## src/rtl/mult_div_unit.sv

```systemverilog
// ============================================================================
// mult_div_unit: iterative 32-bit MULT/MULTU/DIV/DIVU unit with HI/LO registers
// Rev 1.0 - initial release
// ============================================================================
`default_nettype none

module mult_div_unit (
  input  logic        clock,
  input  logic        reset,
  input  logic        start,
  input  logic [1:0]  op,
  input  logic [31:0] rs_data,
  input  logic [31:0] rt_data,
  input  logic        hi_we,
  input  logic        lo_we,
  input  logic [31:0] wdata,
  output logic        busy,
  output logic        done,
  output logic        div_by_zero,
  output logic [31:0] hi,
  output logic [31:0] lo
);

  localparam logic [1:0] IDLE = 2'd0;
  localparam logic [1:0] RUN  = 2'd1;
  localparam logic [1:0] FIX  = 2'd2;

  logic [1:0]  state;
  logic [4:0]  cnt;
  logic        is_div;
  logic        neg_res;
  logic        neg_rem;
  logic [31:0] b_mag;
  logic [31:0] acc_hi;
  logic [31:0] acc_lo;

  logic        op_signed;
  logic [31:0] a_abs;
  logic [31:0] b_abs;
  logic [32:0] add_sum;
  logic [32:0] trial;
  logic [63:0] prod_fix;
  logic [31:0] quot_fix;
  logic [31:0] rem_fix;

  assign op_signed = ~op[0];
  assign a_abs     = (op_signed && rs_data[31]) ? (32'd0 - rs_data) : rs_data;
  assign b_abs     = (op_signed && rt_data[31]) ? (32'd0 - rt_data) : rt_data;

  // acc_hi/acc_lo hold {product high, multiplier} for MULT and {remainder, dividend} for DIV
  assign add_sum  = {1'b0, acc_hi} + (acc_lo[0] ? {1'b0, b_mag} : 33'd0);
  assign trial    = {acc_hi, acc_lo[31]} - {1'b0, b_mag};
  assign prod_fix = neg_res ? (64'd0 - {acc_hi, acc_lo}) : {acc_hi, acc_lo};
  assign quot_fix = neg_res ? (32'd0 - acc_lo) : acc_lo;
  assign rem_fix  = neg_rem ? (32'd0 - acc_hi) : acc_hi;

  always_ff @(posedge clock or posedge reset) begin
    if (reset) begin
      state       <= IDLE;
      cnt         <= 5'd0;
      is_div      <= 1'b0;
      neg_res     <= 1'b0;
      neg_rem     <= 1'b0;
      b_mag       <= 32'd0;
      acc_hi      <= 32'd0;
      acc_lo      <= 32'd0;
      busy        <= 1'b0;
      done        <= 1'b0;
      div_by_zero <= 1'b0;
      hi          <= 32'd0;
      lo          <= 32'd0;
    end else begin
      done <= 1'b0;
      if (!busy && hi_we) hi <= wdata;
      if (!busy && lo_we) lo <= wdata;
      case (state)
        IDLE: begin
          if (start) begin
            is_div  <= op[1];
            neg_res <= op_signed && (rs_data[31] ^ rt_data[31]);
            neg_rem <= op_signed && rs_data[31];
            b_mag   <= b_abs;
            acc_hi  <= 32'd0;
            acc_lo  <= a_abs;
            cnt     <= 5'd0;
            busy    <= 1'b1;
            if (op[1] && (rt_data == 32'd0)) begin
              div_by_zero <= 1'b1;
              state       <= FIX;
            end else begin
              div_by_zero <= 1'b0;
              state       <= RUN;
            end
          end
        end
        RUN: begin
          if (is_div) begin
            if (!trial[32]) begin
              acc_hi <= trial[31:0];
              acc_lo <= {acc_lo[30:0], 1'b1};
            end else begin
              acc_hi <= {acc_hi[30:0], acc_lo[31]};
              acc_lo <= {acc_lo[30:0], 1'b0};
            end
          end else begin
            acc_hi <= add_sum[32:1];
            acc_lo <= {add_sum[0], acc_lo[31:1]};
          end
          cnt <= cnt + 5'd1;
          if (cnt == 5'd31) state <= FIX;
        end
        FIX: begin
          // a divide-by-zero arrives here straight from IDLE and leaves HI/LO alone
          if (!div_by_zero) begin
            if (is_div) begin
              hi <= rem_fix;
              lo <= quot_fix;
            end else begin
              hi <= prod_fix[63:32];
              lo <= prod_fix[31:0];
            end
          end
          done  <= 1'b1;
          busy  <= 1'b0;
          state <= IDLE;
        end
        default: state <= IDLE;
      endcase
    end
  end

endmodule

`default_nettype wire

```

## config.mk

```make
export PLATFORM = sky130hd
export DESIGN_NAME = mult_div_unit
export DESIGN_NICKNAME = d
export VERILOG_FILES = /design/src/rtl/mult_div_unit.sv
export SDC_FILE = /design/constraint.sdc
export NUM_CORES = 1
export LEC_CHECK = 0
export ABC_AREA = 1
export BUFFER_PORTS_ARGS = -buffer_cell sky130_fd_sc_hd__buf_4
export CAP_MARGIN = 10
export CORE_MARGIN = 2
export CORE_UTILIZATION = 35
export CTS_CLUSTER_SIZE = 14
export DETAILED_ROUTE_END_ITERATION = 8
export PLACE_DENSITY = 0.5
export SYNTH_ARGS = -nofsm -noshare
export SYNTH_HDL_FRONTEND = slang
export SYNTH_SLANG_ARGS = --single-unit
```

## constraint.sdc

```tcl
create_clock -name clock -period 14.7 [get_ports clock]
set_input_delay 1.47 -clock clock [delete_from_list [all_inputs] [get_ports clock]]
set_output_delay 1.47 -clock clock [all_outputs]
set_load 0.05 [all_outputs]
```

# After elaboration in Yosys (flattened, before gate mapping)

Cells that the tools add are included.

Muxes and demuxes: 32
Magnitude comparators: 0
Add/subtract/negate cells: 8
Multipliers: 0
Reduce and logical (&&, ||, !) cells: 15
Shifts and indexed selects: 0
Bitwise logic cells: 2
Equal/unequal tests: 5
Divide/modulo/power cells: 0

Operators by type and width:

| kind                                                                 | number |
|---|---|
| 32-bit two-way mux                                                   | 18 |
| 32-bit one-hot mux with 2 select lines                               | 2 |
| 1-bit by 32-bit subtractor with 32-bit output (first input constant) | 4 |
| 64-bit two-way mux                                                   | 1 |
| 1-bit by 64-bit subtractor with 64-bit output (first input constant) | 1 |
| 32-bit by 32-bit adder with 33-bit output                            | 1 |
| 33-bit by 32-bit subtractor with 33-bit output                       | 1 |
| 32-bit logical NOT                                                   | 1 |
| 5-bit one-hot mux with 2 select lines                                | 1 |
| 2-bit AND reduction                                                  | 4 |
| 1-bit logical AND                                                    | 6 |
| 2-bit two-way mux                                                    | 3 |
| 5-bit by 1-bit adder with 5-bit output (second input constant)       | 1 |
| 5-bit == test (second input constant)                                | 1 |
| 5-bit two-way mux                                                    | 1 |
| 1-bit two-way mux                                                    | 4 |
| 2-bit inequality test (second input constant)                        | 2 |
| 2-bit one-hot mux with 2 select lines                                | 1 |
| 2-bit nonzero test                                                   | 2 |
| 2-bit by 1-bit == test with 1-bit output (second input constant)     | 1 |
| 2-bit == test (second input constant)                                | 1 |
| 2-bit logical NOT                                                    | 1 |
| 1-bit one-hot mux with 2 select lines                                | 1 |
| 1-bit logical NOT                                                    | 1 |
| other kinds (2)                                                      | 2 |

Bits in writable memories: 0
Bits of input ports: 103
Output and inout port bits: 67
Word-level logic and storage cells: 75
Register bits after elaboration: 173
Memories: 0
Bits in read-only memories: 0
Bits in latches: 0

# Logic depth before layout (Yosys ltp)

Gate-level depths: netlist of run 1.

Depth after elaboration: 5
Gate-level depth with buffers: 22
Mapped depth without buffers: 20

# Worst setup path after synthesis of run 1

Ideal clock, no wire load.

Path kind: input to register
From: in rt_data[0]
To: reg b_mag[22]
Setup time: 130 ps
Arrival: 2,825 ps
Required time: 14,570 ps
Setup slack: 11,745 ps
Cell stages on the path: 11
Path buffers: 0
Cells stage by stage: inv_1 > ha_1 > nand3_1 > nor2_1 > nand2_1 > nor3_1 > nand3_1 > o21ai_0 > nand2_1 > nand3_1 > o21ai_0

Longest elaborated chain between the ends: 2

Ends and longest elaborated chain:

| what                                          | RTL line | RTL |
|---|---|---|
| start, declared                               | 13       | `input logic [31:0] rt_data,` |
| 1-bit by 32-bit subtractor with 32-bit output | 48       | `assign b_abs = (op_signed && rt_data[31]) ? (32'd0 - rt_data) : rt_data;` |
| 32-bit two-way mux                            | 48       |  |
| end signal, assigned                          | 82       | `b_mag <= b_abs;` |
| end, declared                                 | 33       | `logic [31:0] b_mag;` |

No other way between the ends.
A chain may end at the register's enable or synchronous reset.

# Worst setup path after layout of run 1

From: in start
To: reg acc_lo[4]

Longest elaborated chain between the ends: 2

Ends and longest elaborated chain:

| what                                   | RTL line | RTL |
|---|---|---|
| start, declared                        | 10       | `input logic start,` |
| 2-bit inequality test (no source line) | -        |  |
| 2-bit AND reduction (no source line)   | -        |  |
| end signal, assigned                   | 84       | `acc_lo <= a_abs;` |
| end signal, assigned                   | 100      | `acc_lo <= {acc_lo[30:0], 1'b1};` |
| end signal, assigned                   | 103      | `acc_lo <= {acc_lo[30:0], 1'b0};` |
| end, declared                          | 35       | `logic [31:0] acc_lo;` |

No other way between the ends.

==> flow_metrics.py, run 1 <==
metrics = {
    "logic_synthesis": {
        "ys_ff_latch": 173,
        "synthesis.yosys.warnings": 0,
        "postSynth.topFlopCell": "dfrtp_1",
        "synth_cell_type_count": 49,
        "synth_seq_area_share_pct": 25.1,
        "synth_top_area_share_pct": 25.1,
        "post_synth.cell_area_avg_um2": 5.81,
        "syn-num-nets": 3146,
        "ys_async_rst_share_pct": 100,
        "postSynthCellCount": 2971,
        "post_synth_instance_area_um2": 17300,
        "synth-edff-count": 0,
        "ys_top_cells_by_area": "dfrtp_1 25%, nand2_1 20%, inv_1 9.7%",
        "synthDominantAreaCellType": "dfrtp_1",
    },
    "floorplanning": {
        "fp.dieH_um": 226,
        "cell_rows": 81,
        "fp.coreArea_um2": 48800,
        "die_w_um": 226,
        "initial_core_util_pct": 35.3,
        "boundaryPins": 170,
        "dieArea_um2": 51100,
    },
    "finish": {
        "num-nets-final": 3257,
        "syn2layout_area_growth_pct": 14.5,
        "antenna_cells": 0,
        "final_layout_size_suffix_gt1_share_pct": 8.50,
        "final_design_area_no_fill_um2": 19800,
    },
    "critical_path": {
        "worst_ep_required_time_ns": 15.06,
        "end_kind": "flop",
        "cp_max_fo": 58,
        "worst-endpoint-arrival_ns": 3.83,
        "timing.setup.critical_path_class": "in2reg",
        "worst_setup_path_start_kind": "input port",
    },
    "pwr": {
        "ir_worst_vdd_mv": 0.113,
        "static-leakage-power_nw": 10.5,
        "power.combinational.fraction_pct": 70.6,
        "report.power.total_mw": 5.28,
        "swShare_pct": 60.4,
        "clkPwrFrac_pct": 9.4,
        "switchingPower_mw": 3.19,
        "power_report.internal_total_mw": 2.09,
        "cellPowerDensity_nw_per_um2": 267,
        "seqPwrFrac_pct": 20.0,
    },
    "timing": {
        "fin_crit_sh_pct": 23.6,
        "grt_setup_unrepaired": "no",
        "clock_skew_ns": 0.0157,
        "report.final.hold_viol_count": 0,
        "setup_violations_final": 0,
        "measured_slew_at_the_worst_slew_check_pin_ns": 0.861,
        "slew_headroom_pct": 42.6,
        "maxSlewViolCount": 0,
        "fin_crit_ns": 3.46,
        "fin_hold_ws_ns": 0.533,
        "max_freq_ghz": 0.289,
        "fin_setup_tns_ns": 0,
    },
    "drt": {
        "detail_route.wl_per_cell_um": 19.5,
        "finalWirelength_um": 73400,
        "firstDrtPassIters": 6,
        "initialDrtViolationCount": 1599,
        "detailroute.via_count": 19600,
        "drt_drc_violations_left": 0,
        "antenna_violating_nets_post_route": 0,
        "per_cell_via_count_in_the_routed_design": 5.21,
    },
    "global_routing": {
        "antenna_violations_before_repair": 2,
        "grt_overflow": 0,
        "grt_first_pass_wirelength_um": 110000,
        "first_global_vias": 18500,
        "grt_start_max_net_pins": 112,
        "grt_usage_pct": 28.9,
    },
    "worst_hold_path": {
        "worst_min_delay_path_class": "reg2reg",
    },
    "clock_tree": {
        "cts_tree": "yes",
        "cts_setup_buffers": 0,
        "clk_path_buf_depth": 2,
        "cts_max_level": 4,
        "clk_pin_slew_ns": 0.08,
        "cts.hold.buffers_added": 0,
        "clk_latency_ns": 0.51,
        "clock_sinks": 173,
        "cts_buffers": 17,
        "cts.root.buffer_cell": "clkbuf_16",
        "cts_resized": 0,
    },
    "placement": {
        "dp_hpwl_um": 58300,
        "gp_congestion": 0.968,
        "io_buffers": 169,
        "placed_area_um2": 19200,
    },
    "run": {
        "count_of_max_cap_constraint_violations": 0,
    },
    "run_status": {
        "status": "finished, final reports clean",
    },
}
[power groups by stage]
stage / clock network, mW / registers [mW] / logic (mW)
after detailed placement: 0 / 1.06 / 3.71
after CTS: 0.506 / 1.05 / 3.72
after global placement: 0 / 1.06 / 3.69
after global routing: 0.524 / 1.08 / 4.15
final: 0.494 / 1.06 / 3.73
after floorplan: 0 / 1.21 / 2.35
[area by class of cell]
class | instances | area (µm²)
repair buffers | 189 | 1420
inverters | 455 | 1720
clock buffers | 18 | 439
multi-input cells | 2246 | 10900
clock inverters | 14 | 168
fillers | 5480 | 29100
well taps | 664 | 831
flip-flops and latches | 173 | 4330
[Yosys cell counts (2+ instances only)]
master	number
nor2_1	302
a22o_1	2
buf_4	3
a211oi_1	2
o21ai_0	233
o22ai_1	7
xnor2_1	16
o21ai_1	5
a22oi_1	9
clkbuf_1	79
inv_2	6
buf_6	2
nand3_1	243
ha_1	70
dfrtp_1	173
nand2_1	911
and2_1	6
nor3_1	25
o31ai_1	6
nand3b_1	15
o21a_1	2
a21oi_1	216
o21bai_1	13
nor3_2	3
a31oi_1	38
fa_1	2
xor2_1	36
buf_2	3
buf_1	10
inv_1	447
a21o_1	5
or2_2	10
o211ai_1	7
nor4_1	6
nand4_1	36
nor2_2	2
nand2_2	7
clkinv_1	2
[logic make-up (layout without fill, tap and decap cells)]
group,count (synthesis),in the layout,share of synthesized area (%)
AND/OR/NAND/NOR,1570,1570,37.6
adder cells (fa/ha/maj),72,72,5.30
buffers and inverters,552,676,12.2
AO/OA/AOI/OAI,552,552,17.2
flip-flops,173,173,25.1
XOR/XNOR,52,52,2.64
[flip-flops by register name, indices dropped and copies added, names as in the netlist]
signal and count:
state 2, neg_rem 1, div_by_zero 1, cnt 5, done 1, b_mag 32, acc_lo 32, hi 32
acc_hi 32, is_div 1, lo 32, neg_res 1, busy 1
[placed cells by master (no fill, tap or decap), drive strengths merged, types with 2 or more instances in the layout]
cell	netlist	layout
o21ai	239	239
xor2	36	36
nand3b	15	15
nor4	6	6
ha	70	70
a31oi	38	38
nand2	918	918
inv	453	463
a21oi	217	217
xnor2	16	16
o21a	2	2
o211ai	7	7
or2	10	10
and2	6	6
o21bai	13	13
nand4	36	36
dfrtp	173	173
a211oi	2	2
fa	2	2
o22ai	7	7
a22o	2	2
a22oi	10	10
nand3	244	244
a21o	5	5
nor3	29	29
clkbuf	79	18
buf	18	189
o31ai	6	6
clkinv	2	4
nor2	304	304
[metrics by stage]
step	setup slack (ns)	instances	utilization, %
final	11.24	3759	40.5
after global routing	11.02	3759	40.5
after CTS	11.28	3759	40.5
after detailed placement	10.72	3727	39.2
after global placement	10.74	3727	39.2
after floorplan	8.54	2971	-
[worst paths after layout]
path                       startpoint   endpoint  slack, ns  depth (start not counted)
min in group asynchronous       reset      hi[8]       1.05                          2
max in group asynchronous       reset     is_div      12.10                          3
max                             start  acc_lo[4]      11.24                          9
min reg2reg                     hi[9]      hi[9]       0.53                          2
min                             hi[9]      hi[9]       0.53                          2
max reg2reg                acc_hi[26]  acc_hi[5]      11.35                         15
[worst max-delay path, stage by stage]
cell and delay [ns]:
buf_4 0.12, nand2_1 0.05, buf_4 0.32, inv_2 0.33, nor2_4 0.14, buf_4 0.57
inv_2 0.50, nor2_1 0.21, a31oi_1 0.06
[layer usage]
layer | up-vias | wire length (µm) | GRT usage [%]
li1 | 9764 | - | -
met1 | 9055 | 31900 | 37.2
met2 | 660 | 34900 | 49.2
met3 | 96 | 4080 | 3.66
met4 | 0 | 2550 | 11.1
met5 | - | 0 | 0
No activity file was read; power rests on OpenSTA's default activity.
==> run 2: changes to the inputs <==
Settings changed: PLACE_DENSITY 0.5 to 0.52.
Clock period 14.7 ns to 3.1 ns, I/O delays scaled along.
==> run 2 against run 1 <==
Effect of this change:
- sequential power grew to 4.4 times the previous value
- clock power increased to 4.7 times the previous value
- final area up 2.7%
- sequential share of layout area fell by 0.58 points
- hold slack got worse by 0.48 ns
- setup slack worse by 11 ns
- die area unchanged
- core utilization increased by 1.1 points
- clock-buffer cell count is the same
- first-iteration DRC count grew 4.9%
- critical path depth increased by 6
- wire length grew 5.5%
- critical path type is now reg2reg
- critical endpoint is now acc_hi[22]
==> flow_metrics.py, run 2 (synthesis results as in run 1) <==
metrics = {
    "run_status": {
        "status": "finished, final reports clean",
    },
    "floorplanning": {
        "initial_core_util_pct": 35.3,
        "fp.dieH_um": 226,
        "cell_rows": 81,
        "fp.coreArea_um2": 48800,
        "die_w_um": 226,
        "boundaryPins": 170,
        "dieArea_um2": 51100,
    },
    "drt": {
        "detail_route.wl_per_cell_um": 20.2,
        "detailroute.via_count": 19900,
        "top_signal_layer_used": "met4",
        "routed-wl-met2_um": 35900,
        "drt_drc_violations_left": 0,
        "antenna_violating_nets_post_route": 0,
        "met3RoutedLength_um": 4120,
        "initialDrtViolationCount": 1678,
        "firstDrtPassIters": 5,
        "per_cell_via_count_in_the_routed_design": 5.21,
        "routedLengthMet1_um": 34000,
        "finalWirelength_um": 77400,
    },
    "clock_tree": {
        "clk_pin_slew_ns": 0.08,
        "cts_tree": "yes",
        "clk_latency_ns": 0.51,
        "clk_path_buf_depth": 2,
        "clock_sinks": 173,
        "cts.root.buffer_cell": "clkbuf_16",
        "cts_buffers": 17,
        "cts_max_level": 4,
    },
    "global_routing": {
        "grt_start_max_net_pins": 83,
        "antenna_violations_before_repair": 0,
        "grt_first_pass_wirelength_um": 115000,
        "grt_overflow": 0,
        "first_global_vias": 18800,
        "grt_usage_pct": 30.3,
    },
    "finish": {
        "nFillCells": 5458,
        "antenna_cells": 0,
        "final_instance_count_excl_fillers": 3823,
        "layout.cells.most_common_list": "911 x nand2_1, 445 x inv_1, 297 x nor2_1, 246 x buf_4, 243 x nand3_1",
        "layout.cells.most_common": "nand2_1",
        "final_layout_size_suffix_gt1_share_pct": 10.3,
        "syn2layout_area_growth_pct": 17.6,
        "num-nets-final": 3321,
    },
    "placement": {
        "dp_hpwl_um": 62800,
        "io_buffers": 169,
        "place_ws_ns": 0.202,
        "gp_congestion": 0.984,
        "placed_cells": 3790,
    },
    "pwr": {
        "static-leakage-power_nw": 10.8,
        "ir_worst_vdd_mv": 0.643,
        "cellPowerDensity_nw_per_um2": 1270,
    },
    "timing": {
        "setup_slack_ns": 0.203,
        "setup_violations_final": 0,
        "fin_crit_ns": 2.90,
        "report.final.hold_viol_count": 0,
        "maxSlewViolCount": 0,
        "clock_skew_ns": 0.0165,
        "measured_slew_at_the_worst_slew_check_pin_ns": 0.927,
        "fin_crit_sh_pct": 93.4,
        "grt_setup_unrepaired": "no",
        "fin_setup_tns_ns": 0,
        "max_freq_ghz": 0.345,
        "slew_headroom_pct": 38.2,
    },
    "critical_path": {
        "worst_ep_required_time_ns": 3.50,
        "worstReg2RegStart": "acc_hi[21]",
        "crit-reg2reg-capture": "acc_hi[22]",
        "timing.setup.critical_path_class": "reg2reg",
        "worst_setup_path_start_kind": "flop",
        "cp_max_fo": 24,
        "worst-endpoint-arrival_ns": 3.30,
        "r2r_cells": 15,
        "ff2ff_setup_slack_ns": 0.20,
        "end_kind": "flop",
    },
    "worst_hold_path": {
        "min_delay_path_depth": 3,
        "worst_min_delay_path_class": "in2reg",
        "worst_hold_path_endpoint": "b_mag[31]",
        "holdCritStartpoint": "rt_data[31]",
    },
    "run": {
        "count_of_max_cap_constraint_violations": 0,
    },
}
-- run 2: repair_timing --
| action | CTS | global route |
|---|---|---|
| endpoints found under the setup margin | 0 | 24 |
| hold buffers | 1 | 0 |
| setup buffers | 0 | 0 |
| resized for setup | 0 | 3 |
| endpoints found under the hold margin | 23 | 0 |
-- run 2: layout make-up --
class | count | area (µm²) | area share, %
multi-input combinational | 2246 | 10900 | 53.5
sequential | 173 | 4330 | 21.3
inverter | 455 | 1710 | 8.43
tap | 664 | 831 | 4.09
clock buffer | 18 | 429 | 2.11
timing repair buffer | 253 | 1970 | 9.71
clock inverter | 14 | 170 | 0.838
-- run 2: worst max-delay path, cell delays in order (launching register included) --
cell,delay (ns)
dfrtp_1,0.60
ha_1,0.39
nand2_2,0.15
inv_1,0.10
a21oi_2,0.19
nand2_1,0.11
a21oi_1,0.18
buf_4,0.16
nand2_2,0.06
nand2_1,0.09
nand2_2,0.16
buf_8,0.22
nand2_1,0.08
nand3_1,0.13
nand2_1,0.11
nand2_1,0.05
-- run 2: worst max-delay path by stage --
| stage | startpoint | depth (start not counted) | to | slack, ns |
|---|---|---|---|---|
| 6_report | acc_hi[21] | 15 | acc_hi[22] | 0.20 |
| 5_1_grt | acc_lo[31] | 19 | acc_hi[22] | 0.01 |
| 4_1_cts | b_mag[7] | 17 | acc_hi[22] | 0.17 |
| 3_5_place_dp | b_mag[0] | 18 | acc_hi[22] | 0.20 |
| 3_3_place_gp | b_mag[0] | 18 | acc_hi[22] | 0.22 |
| 2_1_floorplan | reset | 1 | acc_hi[0] | 0.58 |
-- run 2: metal layers --
layer / vias up / global-route usage, %
li1: 9883 / -
met1: 9248 / 39.4
met2: 663 / 50.0
met3: 117 / 4.05
met4: 0 / 13.3
met5: - / 0
-- run 2: where the power goes --
group	leakage (nW)	internal (mW)	total, mW	switching, mW
Clock	0.291	1.15	2.33	1.18
Sequential	2.08	3.38	4.66	1.27
Combinational	8.47	5.88	18.9	13.0
-- run 2: per-stage QoR --
| stage | util [%] | power [mW] | cell area [µm²] | hold slack (ns) |
|---|---|---|---|---|
| final | 41.6 | 25.9 | 20300 | 0.0523 |
| after CTS | 41.6 | 25.8 | 20300 | 0.0353 |
| after global placement | 40.3 | 23.3 | 19700 | 0.493 |
| after floorplan | - | 16.9 | 17300 | 0.431 |
| after detailed placement | 40.3 | 23.4 | 19700 | 0.491 |
| after global routing | 41.6 | 28.1 | 20300 | 0.0724 |
==> run 3: changes to the inputs <==
Settings changed: CTS_BUF_LIST set to sky130_fd_sc_hd__clkbuf_2 sky130_fd_sc_hd__clkbuf_4 sky130_fd_sc_hd__clkbuf_8.
==> run 3 against run 2 <==
Effect of this change:
- via count increased by 0.40%
- clock-buffer cell count unchanged
- sequential share of layout area increased by 0.061 points
- critical path type unchanged
==> flow_metrics.py, run 3 (synthesis results as in run 1) <==
metrics = {
    "floorplanning": {
        "die_w_um": 226,
        "fp.dieH_um": 226,
        "boundaryPins": 170,
        "cell_rows": 81,
        "dieArea_um2": 51100,
        "initial_core_util_pct": 35.3,
        "fp.coreArea_um2": 48800,
    },
    "global_routing": {
        "grt_usage_pct": 30.2,
        "first_global_vias": 18900,
        "grt_start_max_net_pins": 83,
        "antenna_violations_before_repair": 0,
        "grt_first_pass_wirelength_um": 114000,
        "grt_overflow": 0,
    },
    "finish": {
        "antenna_cells": 0,
        "finish.utilization_pct": 41.5,
        "layout.cells.most_common_list": "911 x nand2_1, 445 x inv_1, 297 x nor2_1, 246 x buf_4, 243 x nand3_1",
        "layout.cells.most_common": "nand2_1",
        "final_design_area_no_fill_um2": 20300,
        "final_layout_size_suffix_gt1_share_pct": 10.3,
        "num-nets-final": 3334,
        "syn2layout_area_growth_pct": 17.3,
        "final_instance_count_excl_fillers": 3836,
    },
    "timing": {
        "setup_slack_ns": 0.235,
        "maxSlewViolCount": 0,
        "report.final.hold_viol_count": 0,
        "fin_setup_tns_ns": 0,
        "slew_headroom_pct": 39.3,
        "clock_skew_ns": 0.0190,
        "setup_violations_final": 0,
        "fin_crit_ns": 2.87,
        "max_freq_ghz": 0.349,
        "fin_hold_ws_ns": 0.0450,
        "measured_slew_at_the_worst_slew_check_pin_ns": 0.910,
        "grt_setup_unrepaired": "no",
        "fin_crit_sh_pct": 92.4,
    },
    "drt": {
        "firstDrtPassIters": 5,
        "routed-wl-met2_um": 35700,
        "drt_drc_violations_left": 0,
        "initialDrtViolationCount": 1714,
        "detailroute.via_count": 20000,
        "detail_route.wl_per_cell_um": 20.2,
        "antenna_violating_nets_post_route": 0,
        "routedLengthMet1_um": 33800,
        "met3RoutedLength_um": 4400,
        "per_cell_via_count_in_the_routed_design": 5.21,
        "top_signal_layer_used": "met4",
        "finalWirelength_um": 77400,
    },
    "run_status": {
        "status": "finished, final reports clean",
    },
    "run": {
        "count_of_max_cap_constraint_violations": 0,
    },
    "critical_path": {
        "cp_max_fo": 24,
        "crit_path_max_incr_delay_ns": 0.59,
        "worst-endpoint-arrival_ns": 3.35,
        "r2r_cells": 15,
        "crit-reg2reg-capture": "acc_hi[30]",
        "timing.setup.critical_path_class": "reg2reg",
        "worstReg2RegStart": "acc_hi[21]",
        "worst_setup_path_start_kind": "flop",
        "ff2ff_setup_slack_ns": 0.23,
        "timing.critical_path.mode_cell": "nand2_1",
        "timing.critical_path.cells": "ha_1 > nand2_2 > inv_1 > a21oi_2 > nand2_1 > a21oi_1 > buf_4 > nand2_2 > nand2_1 > nand2_2 > buf_8 > nand2_1 > nand3_1 > nand2_1 > nand2_1",
        "cpMaxStageDelayCell": "dfrtp_1",
        "end_kind": "flop",
        "worst_ep_required_time_ns": 3.58,
    },
    "pwr": {
        "report.power.total_mw": 25.4,
        "static-leakage-power_nw": 10.8,
        "ir_worst_vdd_mv": 0.533,
        "cellPowerDensity_nw_per_um2": 1250,
    },
    "clock_tree": {
        "cts_tree": "yes",
        "cts_setup_buffers": 0,
        "clk_pin_slew_ns": 0.11,
        "cts_max_level": 4,
        "clock_sinks": 173,
        "cts_buffers": 17,
        "clk_latency_ns": 0.59,
        "cts.root.buffer_cell": "clkbuf_8",
        "clk_path_buf_depth": 2,
    },
    "worst_hold_path": {
        "worst_min_delay_path_class": "in2reg",
        "min_delay_path_depth": 3,
        "holdCritStartpoint": "rt_data[7]",
        "worst_hold_path_endpoint": "b_mag[7]",
    },
    "placement": {
        "placed_area_um2": 19700,
        "dp_hpwl_um": 62800,
        "gp_congestion": 0.984,
        "placed_cells": 3790,
        "io_buffers": 169,
        "place_ws_ns": 0.202,
    },
}
-- run 3: cell count changes in the layout (fill, tap and decap cells not counted) --
cell	change
clkbuf_4	+1
dlygate4sd3_1	+13
clkbuf_16	-17
clkbuf_8	+17
clkbuf_1	-1
-- run 3: what timing repair did --
item | in CTS | in global routing
hold buffers | 14 | 0
hold endpoints to repair | 38 | 0
gates resized for setup | 0 | 3
endpoints found under the setup margin | 0 | 24
-- run 3: layout make-up --
cell class	instances	area, µm²
sequential	173	4330
clock inverter	14	170
multi-input combinational	2246	10900
tap	664	831
fill	5474	28600
clock buffer	18	241
inverter	455	1710
timing repair buffer	266	2100
-- run 3: where the power goes --
group          internal (mW)  total [mW]  switching (mW)
Clock                  0.691        1.79            1.10
Combinational           5.89        18.9            13.0
Sequential              3.38        4.65            1.28
Total                   9.96        25.4            15.4
-- run 3: worst max-delay path by stage --
stage               cells after the start        from  slack [ns]    endpoint
detailed placement                     18    b_mag[0]        0.20  acc_hi[22]
finish                                 15  acc_hi[21]        0.23  acc_hi[30]
CTS                                    17    b_mag[7]        0.16  acc_hi[22]
global placement                       18    b_mag[0]        0.22  acc_hi[22]
floorplan                               1       reset        0.58   acc_hi[0]
global route                           18   acc_hi[0]       0.001  acc_hi[22]
-- run 3: worst max-delay path: cells and delay by family, from the launching register on --
| family | cells | cell delay, ns |
|---|---|---|
| AOI/OAI and AO/OA | 2 | 0.38 |
| adders and majority gates | 1 | 0.38 |
| buffers and inverters | 3 | 0.48 |
| DFF | 1 | 0.59 |
| and+or+nand+nor | 9 | 0.92 |
-- run 3: layer usage --
metal	global-route usage, %	vias up
li1	-	9920
met1	39.3	9308
met2	49.9	649
met3	4.01	113
met4	13.7	0
met5	0	-
